$ cat src/rtl/solver_pkg.sv
// Shared encodings and constants for the solver dispatch slice.
package solver_pkg;

    localparam logic [2:0] ST_IDLE    = 3'd0;
    localparam logic [2:0] ST_CFG     = 3'd1;
    localparam logic [2:0] ST_LOAD_RE = 3'd2;
    localparam logic [2:0] ST_LOAD_IM = 3'd3;
    localparam logic [2:0] ST_START   = 3'd4;

    localparam logic [15:0] ITER_LIMIT_HIT = 16'hFFFF;
    localparam logic [1:0]  GUARD_CYCLES   = 2'd2;

endpackage

$ cat src/rtl/solver_dispatch_rr_arbiter.sv
// Round-robin arbiter: first asserted request at or after ptr wins.
module rr_arbiter #(
    parameter int unsigned N = 4
) (
    input  logic [N-1:0] req,
    input  logic [3:0]   ptr,
    output logic [N-1:0] grant,
    output logic         valid
);

    int unsigned idx;

    always_comb begin
        grant = '0;
        valid = 1'b0;
        idx   = 0;
        for (int unsigned k = 0; k < N; k++) begin
            idx = (32'(ptr) + k) % N;
            if (!valid && req[idx]) begin
                grant[idx] = 1'b1;
                valid      = 1'b1;
            end
        end
    end

endmodule

$ cat src/rtl/solver_dispatch.sv
// Loads pixel jobs into idle solvers and returns their iteration counts round-robin.
module solver_dispatch
    import solver_pkg::*;
#(
    parameter int unsigned NUM_SOLVERS     = 4,
    parameter int unsigned LIMB_INDEX_BITS = 6,
    parameter int unsigned LIMB_BITS       = 32,
    parameter int unsigned ID_BITS         = 16
) (
    input  logic                       clock,
    input  logic                       reset,
    input  logic                       cfg_valid,
    output logic                       cfg_ready,
    input  logic [LIMB_INDEX_BITS-1:0] cfg_num_limbs,
    input  logic [15:0]                cfg_iter_lim,
    input  logic                       job_valid,
    output logic                       job_ready,
    input  logic [ID_BITS-1:0]         job_id,
    input  logic                       limb_valid,
    output logic                       limb_ready,
    input  logic [LIMB_BITS-1:0]       limb_data,
    output logic [NUM_SOLVERS-1:0]     sol_wr_real_en,
    output logic [NUM_SOLVERS-1:0]     sol_wr_imag_en,
    output logic [LIMB_INDEX_BITS-1:0] sol_wr_ind,
    output logic [LIMB_BITS-1:0]       sol_limb_data,
    output logic                       sol_wr_num_limbs_en,
    output logic                       sol_wr_iter_lim_en,
    output logic [LIMB_INDEX_BITS-1:0] sol_num_limbs,
    output logic [15:0]                sol_iter_lim,
    output logic [NUM_SOLVERS-1:0]     sol_start,
    input  logic [NUM_SOLVERS-1:0]     sol_out_ready,
    input  logic [16*NUM_SOLVERS-1:0]  sol_iteration_count,
    output logic                       res_valid,
    input  logic                       res_ready,
    output logic [ID_BITS-1:0]         res_id,
    output logic [15:0]                res_iter,
    output logic [3:0]                 res_solver,
    output logic                       idle
);

    logic [2:0]                 state;
    logic [NUM_SOLVERS-1:0]     busy, pending, free_mask, tgt_onehot, capture, hs_mask;
    logic [NUM_SOLVERS-1:0]     arb_req, grant;
    logic [1:0]                 guard [NUM_SOLVERS];
    logic [ID_BITS-1:0]         tag   [NUM_SOLVERS];
    logic [15:0]                count [NUM_SOLVERS];
    logic [3:0]                 target, lowest_free, rr_ptr, ptr_eff, nxt_solver;
    logic [ID_BITS-1:0]         job_id_q, nxt_id;
    logic [LIMB_INDEX_BITS-1:0] limb_cnt, num_limbs_q;
    logic [15:0]                iter_lim_q, nxt_iter;
    logic                       cfg_fire, job_fire, limb_fire, last_limb, res_hs, grant_valid;

    assign free_mask  = ~busy & ~pending;
    assign cfg_ready  = (state == ST_IDLE) && (busy == '0) && (pending == '0);
    assign idle       = cfg_ready;
    assign cfg_fire   = cfg_valid && cfg_ready;
    assign job_ready  = (state == ST_IDLE) && !cfg_fire && (|free_mask);
    assign job_fire   = job_valid && job_ready;
    assign limb_ready = (state == ST_LOAD_RE) || (state == ST_LOAD_IM);
    assign limb_fire  = limb_valid && limb_ready;
    assign last_limb  = (limb_cnt == num_limbs_q - LIMB_INDEX_BITS'(1));
    assign res_hs     = res_valid && res_ready;

    assign sol_wr_real_en      = (state == ST_LOAD_RE && limb_valid) ? tgt_onehot : '0;
    assign sol_wr_imag_en      = (state == ST_LOAD_IM && limb_valid) ? tgt_onehot : '0;
    assign sol_wr_ind          = limb_cnt;
    assign sol_limb_data       = limb_data;
    assign sol_wr_num_limbs_en = (state == ST_CFG);
    assign sol_wr_iter_lim_en  = (state == ST_CFG);
    assign sol_num_limbs       = num_limbs_q;
    assign sol_iter_lim        = iter_lim_q;
    assign sol_start           = (state == ST_START) ? tgt_onehot : '0;

    always_comb begin
        lowest_free = '0;
        for (int unsigned i = NUM_SOLVERS; i > 0; i--)
            if (free_mask[i-1]) lowest_free = 4'(i - 1);
    end

    always_comb begin
        for (int unsigned i = 0; i < NUM_SOLVERS; i++) begin
            tgt_onehot[i] = (target == 4'(i));
            hs_mask[i]    = res_hs && (res_solver == 4'(i));
            capture[i]    = busy[i] && (guard[i] == '0) && sol_out_ready[i];
        end
    end

    // The result being handed over this cycle is excluded so the next one can follow immediately.
    assign arb_req = pending & ~hs_mask;
    assign ptr_eff = !res_hs ? rr_ptr :
                     (res_solver == 4'(NUM_SOLVERS - 1)) ? 4'd0 : res_solver + 4'd1;

    rr_arbiter #(.N(NUM_SOLVERS)) u_rr_arbiter (
        .req   (arb_req),
        .ptr   (ptr_eff),
        .grant (grant),
        .valid (grant_valid)
    );

    always_comb begin
        nxt_id     = '0;
        nxt_iter   = '0;
        nxt_solver = '0;
        for (int unsigned i = 0; i < NUM_SOLVERS; i++) begin
            if (grant[i]) begin
                nxt_id     = tag[i];
                nxt_iter   = count[i];
                nxt_solver = 4'(i);
            end
        end
    end

    always_ff @(posedge clock) begin
        if (reset) begin
            state       <= ST_IDLE;
            busy        <= '0;
            pending     <= '0;
            target      <= '0;
            job_id_q    <= '0;
            limb_cnt    <= '0;
            num_limbs_q <= LIMB_INDEX_BITS'(1);
            iter_lim_q  <= '0;
            rr_ptr      <= '0;
            res_valid   <= 1'b0;
            res_id      <= '0;
            res_iter    <= '0;
            res_solver  <= '0;
            for (int unsigned i = 0; i < NUM_SOLVERS; i++) begin
                guard[i] <= '0;
                tag[i]   <= '0;
                count[i] <= '0;
            end
        end else begin
            case (state)
                ST_IDLE: begin
                    if (cfg_fire) begin
                        num_limbs_q <= (cfg_num_limbs == '0) ? LIMB_INDEX_BITS'(1) : cfg_num_limbs;
                        iter_lim_q  <= cfg_iter_lim;
                        state       <= ST_CFG;
                    end else if (job_fire) begin
                        job_id_q <= job_id;
                        target   <= lowest_free;
                        limb_cnt <= '0;
                        state    <= ST_LOAD_RE;
                    end
                end
                ST_CFG: state <= ST_IDLE;
                ST_LOAD_RE, ST_LOAD_IM: begin
                    if (limb_fire) begin
                        if (last_limb) begin
                            limb_cnt <= '0;
                            state    <= (state == ST_LOAD_RE) ? ST_LOAD_IM : ST_START;
                        end else begin
                            limb_cnt <= limb_cnt + LIMB_INDEX_BITS'(1);
                        end
                    end
                end
                ST_START: state <= ST_IDLE;
                default:  state <= ST_IDLE;
            endcase

            for (int unsigned i = 0; i < NUM_SOLVERS; i++) begin
                if (guard[i] != '0) guard[i] <= guard[i] - 2'd1;
                if (capture[i]) begin
                    busy[i]    <= 1'b0;
                    pending[i] <= 1'b1;
                    count[i]   <= sol_iteration_count[16*i +: 16];
                end
                if (hs_mask[i]) pending[i] <= 1'b0;
                if (state == ST_START && tgt_onehot[i]) begin
                    busy[i]  <= 1'b1;
                    guard[i] <= GUARD_CYCLES;
                    tag[i]   <= job_id_q;
                end
            end

            if (res_hs) rr_ptr <= ptr_eff;
            if (!res_valid || res_hs) begin
                res_valid <= grant_valid;
                if (grant_valid) begin
                    res_id     <= nxt_id;
                    res_iter   <= nxt_iter;
                    res_solver <= nxt_solver;
                end
            end
        end
    end

endmodule

$ cat config.mk
export PLATFORM = sky130hd
export DESIGN_NAME = solver_dispatch
export DESIGN_NICKNAME = d
export VERILOG_FILES = /design/src/rtl/solver_pkg.sv /design/src/rtl/solver_dispatch_rr_arbiter.sv /design/src/rtl/solver_dispatch.sv
export SDC_FILE = /design/constraint.sdc
export NUM_CORES = 1
export LEC_CHECK = 0
export ABC_CLOCK_PERIOD_IN_PS = 5200
export CAP_MARGIN = 20
export CORE_MARGIN = 2
export CORE_UTILIZATION = 40
export CTS_CLUSTER_DIAMETER = 120
export DETAILED_ROUTE_END_ITERATION = 6
export PLACE_DENSITY = 0.67
export SYNTH_ARGS = -nofsm -noshare
export SYNTH_HDL_FRONTEND = slang
export SYNTH_SLANG_ARGS = --single-unit
$ cat constraint.sdc
create_clock -name clock -period 5.2 [get_ports clock]
set_input_delay 0.78 -clock clock [delete_from_list [all_inputs] [get_ports clock]]
set_output_delay 0.78 -clock clock [all_outputs]
set_load 0.02 [all_outputs]
==> impl_metrics.toml, run 1 <==
[status]
status = "finished, final reports clean"

[logic_synthesis]
synth-simple-area-share = 0.169
synth-compound-area-share = 0.127
synth_top_family_by_area = "simple AND/OR/NAND/NOR gates"
synthCells = 951
synth.cell_area_sq_um = 10300
ys_seq_area_frac = 0.578
synthMuxAreaShare = 0.0347
synth_xor_xnor_area_share = 0.0102
synthAdderAreaFrac = 0.0218
synth_edf_count = 136
syn_area_per_cell_sq_um = 10.8
yosys.area.top_type = "edfxtp_1"
synthArstFlopShare = 0
synth_cell_types = 57
ys_ff_latch = 230
synth_commonest_cells = "edfxtp_1 (136), and2_1 (134), dfxtp_1 (94)"
synthFlopType = "edfxtp_1"
netlist.area_leader.share = 0.396
synth_warnings = 0
yosysMostFrequentCell = "edfxtp_1"
yosys-top-cells-area = "edfxtp_1 (40%), dfxtp_1 (18%), and2_1 (8.1%)"

[detailed_routing]
antenna_left = 0
num_vias = 7555
drt-initial-drc-count = 494
routed_wirelength_mm = 26.7
wire_per_inst_microns = 18.4
drc_errors = 0
first_pass_iters = 5
avgViaCountPerCell = 5.21

[pwr]
power.switching_mw = 1.50
p_clk_frac = 0.354
pwr_density_cell_nw_per_um2 = 392
p_leak_nw = 4.86
swShare = 0.289
intPower_mw = 3.68
ir_drop_v = 0.000391
comb_power_share = 0.223
seqPwrFrac = 0.423

[setup_path]
slowest_stage = "clkdlybuf4s50_1"
max_stage_delay_ns = 0.57
path_class = "in -> reg"
start_kind = "input port"
r2r_setup_slack_ns = 1.13
crit_path_end_kind = "flip-flop"
worstPathMaxFanout = 11
required_ns = 5.65
ff2ff_path_depth = 14
r2r_start = "res_solver[0]"
rr_endpoint = "res_id[15]"
critPathArrivalTime_ns = 4.86
cp_cell_sequence = "clkdlybuf4s50_1, nand2_2, mux2i_4, inv_1, ha_1, a21boi_0, o2111ai_1, a21oi_2, a22oi_1, a211oi_4, buf_4, a221o_1, a31oi_1, o21ai_0"

[sta]
clock.fmax_mhz = 227
layout_setup_ws_ns = 0.792
tightest_slew_ns = 1.09
slew_headroom = 0.275
fin_tns_setup_ns = 0
hold_viol = 0
maxSlewViolCount = 0
fin_crit_sh = 0.848
fin_worst_skew_ns = 0.0148
layout_min_cycle_time_ns = 4.41
report.final.setup_viol = 0
rsz0062_at_grt = "no"

[global_route]
overflow = 0
grt_pass1_wl_mm = 41.7
antenna_found_initial = 1
grt_max_degree = 55
grt_pass1_vias = 7688
groute.usage.overall = 0.198

[cts]
clk_latency_ns = 0.52
cts_buffer_depth = 3
holdBufCountCts = 0
cts.clk_slew.worst_paths_ns = 0.06
post_cts_buffers = 0
cts_tree = "built"
htreeDepth = 1
cts_buffers = 25
cts_resized = 0
clkSinkCount = 230
clockRootBuffer = "clkbuf_16"

[placed_design]
place_hpwl_mm = 18.1
post_dp_cell_area_sq_um = 12300
port_buffers = 192
place.gp.congestion = 0.844
post-place-ws_ns = 0.276

[floorplanning]
row_count = 58
die_w_microns = 165
die_height_microns = 165
dieArea_sq_um = 27100
ioPinCount = 259
core-area_sq_um = 25300
initial_core_util = 0.409

[finish]
fillers = 2287
layout-drive-gt1-share = 0.0652
seq_area_sq_um = 5970
fin_nets = 1263
multi_input_area_sq_um = 3810
antenna_cells = 0
area_growth_syn_to_layout_pct = 27.9
post-route-cell-area_sq_um = 13200

[worst_hold_path]
holdPathStages = 2
holdCritStartpoint = "res_iter[13]"
min_path_type = "reg -> reg"
hold-path-endpoint = "res_iter[13]"

[job]
maxCapViolCount = 0
==> power groups by stage <==
| stage | combinational, mW | sequential (mW) | clock (mW) |
|---|---|---|---|
| after CTS | 1.16 | 2.19 | 1.86 |
| final | 1.15 | 2.19 | 1.83 |
| after detailed placement | 1.15 | 2.22 | 0 |
| after global placement | 1.14 | 2.22 | 0 |
| after global routing | 1.28 | 2.21 | 1.93 |
| after floorplan | 0.736 | 2.23 | 0 |
==> state kept, by name, summed over array words and instances (netlist names) <==
name,count
pending,4
state,3
sol_iter_lim,16
res_solver,2
res_iter,16
rr_ptr,2
sol_wr_ind,6
sol_num_limbs,6
target,2
job_id_q,16
res_id,16
guard,8
tag,64
res_valid,1
busy,4
count,64
==> critical path, delay by kind of cell <==
| family | cells | cell delay [ns] |
|---|---|---|
| compound gates | 8 | 1.92 |
| fa+ha+maj | 1 | 0.40 |
| buf+inv | 3 | 1.05 |
| mux | 1 | 0.48 |
| simple gates | 1 | 0.21 |
==> cells by family after synthesis <==
group                      Yosys count
other                                1
DFF                                230
and+or+nand+nor                    348
xor gates and xnor gates            12
buffers and inverters              114
AOI/OAI and AO/OA                  198
muxes                               30
adders and majority gates           18
==> layout make-up <==
class                           count  area share
Clock buffer                       34      0.0522
Clock inverter                     12      0.0122
Inverter                           27     0.00768
Multi-Input combinational cell    608       0.289
Sequential cell                   230       0.452
Tap cell                          330      0.0313
Timing Repair Buffer              209       0.156
==> per-layer routing <==
layer / global-route usage / vias up / wire length (microns)
li1: - / 3640 / -
met1: 0.258 / 3558 / 11700
met2: 0.327 / 300 / 12200
met3: 0.0497 / 55 / 2190
met4: 0.0561 / 2 / 626
met5: 0 / - / 11
==> placed cells by master (no fill, tap or decap), drive strengths merged, types with 5 or more instances in the layout <==
master,n
a221o,33
nand2b,8
nor2,77
and2,134
clkbuf,34
a311oi,5
inv,28
o21bai,5
nor3,14
mux2i,27
clkinv,6
o21ai,67
xor2,8
dfxtp,94
nand3,11
ha,18
buf,18
a21oi,29
clkdlybuf4s50,191
nand2,86
a31oi,38
edfxtp,136
==> per-stage QoR <==
step,utilization,hold WS (ns),total power [mW],cells
finish,0.523,0.449,5.17,1450
global route,0.523,0.469,5.42,1450
CTS,0.522,0.451,5.21,1449
detailed placement,0.489,0.443,3.38,1403
global placement,0.489,0.440,3.36,1403
floorplan,-,0.457,2.96,952
==> worst max path at each step <==
stage,start,to,slack (ns),depth (start not counted)
2_1_floorplan,res_ready,res_id[11],1.35,15
6_report,res_ready,res_id[15],0.79,14
5_1_grt,res_ready,res_id[6],0.40,14
4_1_cts,res_ready,res_id[15],0.82,14
3_3_place_gp,res_ready,res_id[15],0.48,14
3_5_place_dp,res_ready,res_id[3],0.28,14
No activity file was read; power rests on OpenSTA's default activity.
==> inputs of run 2 (changes only) <==
--- a/config.mk
+++ b/config.mk
@@ -5,13 +5,13 @@
 export SDC_FILE = /design/constraint.sdc
 export NUM_CORES = 1
 export LEC_CHECK = 0
-export ABC_CLOCK_PERIOD_IN_PS = 5200
+export ABC_CLOCK_PERIOD_IN_PS = 4000
 export CAP_MARGIN = 20
 export CORE_MARGIN = 2
 export CORE_UTILIZATION = 40
 export CTS_CLUSTER_DIAMETER = 120
 export DETAILED_ROUTE_END_ITERATION = 6
-export PLACE_DENSITY = 0.67
+export PLACE_DENSITY = 0.7
 export SYNTH_ARGS = -nofsm -noshare
 export SYNTH_HDL_FRONTEND = slang
 export SYNTH_SLANG_ARGS = --single-unit
==> constraint.sdc (replaced) <==
create_clock -name clock -period 4 [get_ports clock]
set_input_delay 0.6 -clock clock [delete_from_list [all_inputs] [get_ports clock]]
set_output_delay 0.6 -clock clock [all_outputs]
set_load 0.02 [all_outputs]
==> run 2 against run 1 <==
Compared with the run above:
- sequential share of layout area is essentially flat
- worst hold slack got worse by 0.0050 ns
- sequential power grew 29%
- global-route usage shrank 0.32 points
- die area did not move
- clock-buffer cell count is 3 higher
- clock skew shrank 0.0079 ns
- highest routed layer unchanged
==> impl_metrics.toml, run 2 (synthesized netlist as in run 1, its figures left out) <==
[cts]
cts_tree = "built"
holdBufCountCts = 0
cts.clk_slew.worst_paths_ns = 0.06
clk_latency_ns = 0.51
clockRootBuffer = "clkbuf_16"
cts_buffers = 25
cts_resized = 0
htreeDepth = 1
post_cts_buffers = 0
clkSinkCount = 230
cts_buffer_depth = 3

[placed_design]
place_hpwl_mm = 17.6
place.gp.congestion = 0.816
port_buffers = 192
post-place-ws_ns = -0.109
dp_cells = 1412

[detailed_routing]
wire_per_inst_microns = 18.0
drc_errors = 0
num_vias = 7622
first_pass_iters = 7
antenna_left = 0
routed_wirelength_mm = 26.2
drt-initial-drc-count = 593
avgViaCountPerCell = 5.23

[finish]
fillers = 2244
area_growth_syn_to_layout_pct = 27.8
mostFrequentLayoutCell = "clkdlybuf4s50_1"
stdcell_count = 1458
layout_common_cells = "clkdlybuf4s50_1 (191), edfxtp_1 (136), and2_1 (134), dfxtp_1 (94), nand2_1 (85)"
reg.largest.list = "count: 64 flops, tag: 64 flops"
antenna_cells = 0
fin_nets = 1271
layout-drive-gt1-share = 0.0647

[worst_hold_path]
holdCritStartpoint = "res_id[9]"
min_path_type = "reg -> reg"

[pwr]
pwr_density_cell_nw_per_um2 = 496
ir_drop_v = 0.000386
fin_total_pwr_mw = 6.54
p_leak_nw = 4.86

[sta]
fin_worst_skew_ns = 0.00690
layout_min_cycle_time_ns = 3.73
clock.fmax_mhz = 268
fin_crit_sh = 0.932
tightest_slew_ns = 1.22
hold_viol = 0
report.final.setup_viol = 0
hold_ws_ns = 0.444
layout_setup_ws_ns = 0.272
rsz0062_at_grt = "no"
maxSlewViolCount = 0
slew_headroom = 0.185
fin_tns_setup_ns = 0

[floorplanning]
initial_core_util = 0.409
die_height_microns = 165
core-area_sq_um = 25300
row_count = 58
dieArea_sq_um = 27100
ioPinCount = 259
die_w_microns = 165

[global_route]
grt_pass1_vias = 7495
grt_pass1_wl_mm = 41.1
overflow = 0
antenna_found_initial = 1
groute.usage.overall = 0.194
grt_max_degree = 44

[setup_path]
path_class = "reg -> reg"
worstSetupStartpoint = "res_solver[0]"
slowest_stage = "a221oi_2"
worstPathMaxFanout = 17
crit_buf_inv = 2
crit_family = "compound AO/OA/AOI/OAI gates"
required_ns = 4.45
crit_path_end_kind = "flip-flop"
r2r_start = "res_solver[0]"
r2r_setup_slack_ns = 0.27
max_stage_delay_ns = 0.99
critPathArrivalTime_ns = 4.18
crit_top_cell = "ha_1"
start_kind = "flip-flop"
cp_cell_sequence = "inv_1, ha_1, mux2i_2, ha_1, a21boi_0, o2111ai_1, a21oi_2, a221oi_2, buf_4, o21ai_0, o21ai_1"

[job]
maxCapViolCount = 0

[status]
status = "finished, final reports clean"
run 2: metal layers:
metal,track usage,wire [microns]
met1,0.262,11300
met2,0.316,12200
met3,0.0437,2120
met4,0.0530,557
met5,0,13
run 2: final cells by class:
type | count | area [sq um] | area share
Clock inverter | 9 | 96.3 | 0.00730
Sequential cell | 230 | 5970 | 0.452
Tap cell | 330 | 413 | 0.0313
Inverter | 27 | 101 | 0.00768
Clock buffer | 37 | 671 | 0.0508
Timing Repair Buffer | 217 | 2150 | 0.163
Multi-Input combinational cell | 608 | 3790 | 0.287
run 2: worst reg2reg max path: cells and delay by family (launching register included):
kind,cells,cell delay (ns)
DFF,1,0.47
buffers and inverters,2,0.51
AOI/OAI and AO/OA,6,1.83
muxes,1,0.21
adders and majority gates,2,0.64
run 2: power breakdown:
| group | total [mW] | switching (mW) | internal (mW) |
|---|---|---|---|
| combinational | 1.52 | 0.876 | 0.645 |
| clock | 2.19 | 0.898 | 1.29 |
| sequential | 2.83 | 0.127 | 2.70 |
run 2: final timing paths:
check,to,cells after the start
max,res_id[5],11
max reg2reg,res_id[5],11
min,res_id[9],2
min reg2reg,res_id[9],2
run 2: stage by stage:
stage / utilization / area (sq um)
after floorplan: - / 10300
after global routing: 0.522 / 13200
after CTS: 0.522 / 13200
after global placement: 0.492 / 12400
final: 0.522 / 13200
after detailed placement: 0.492 / 12400
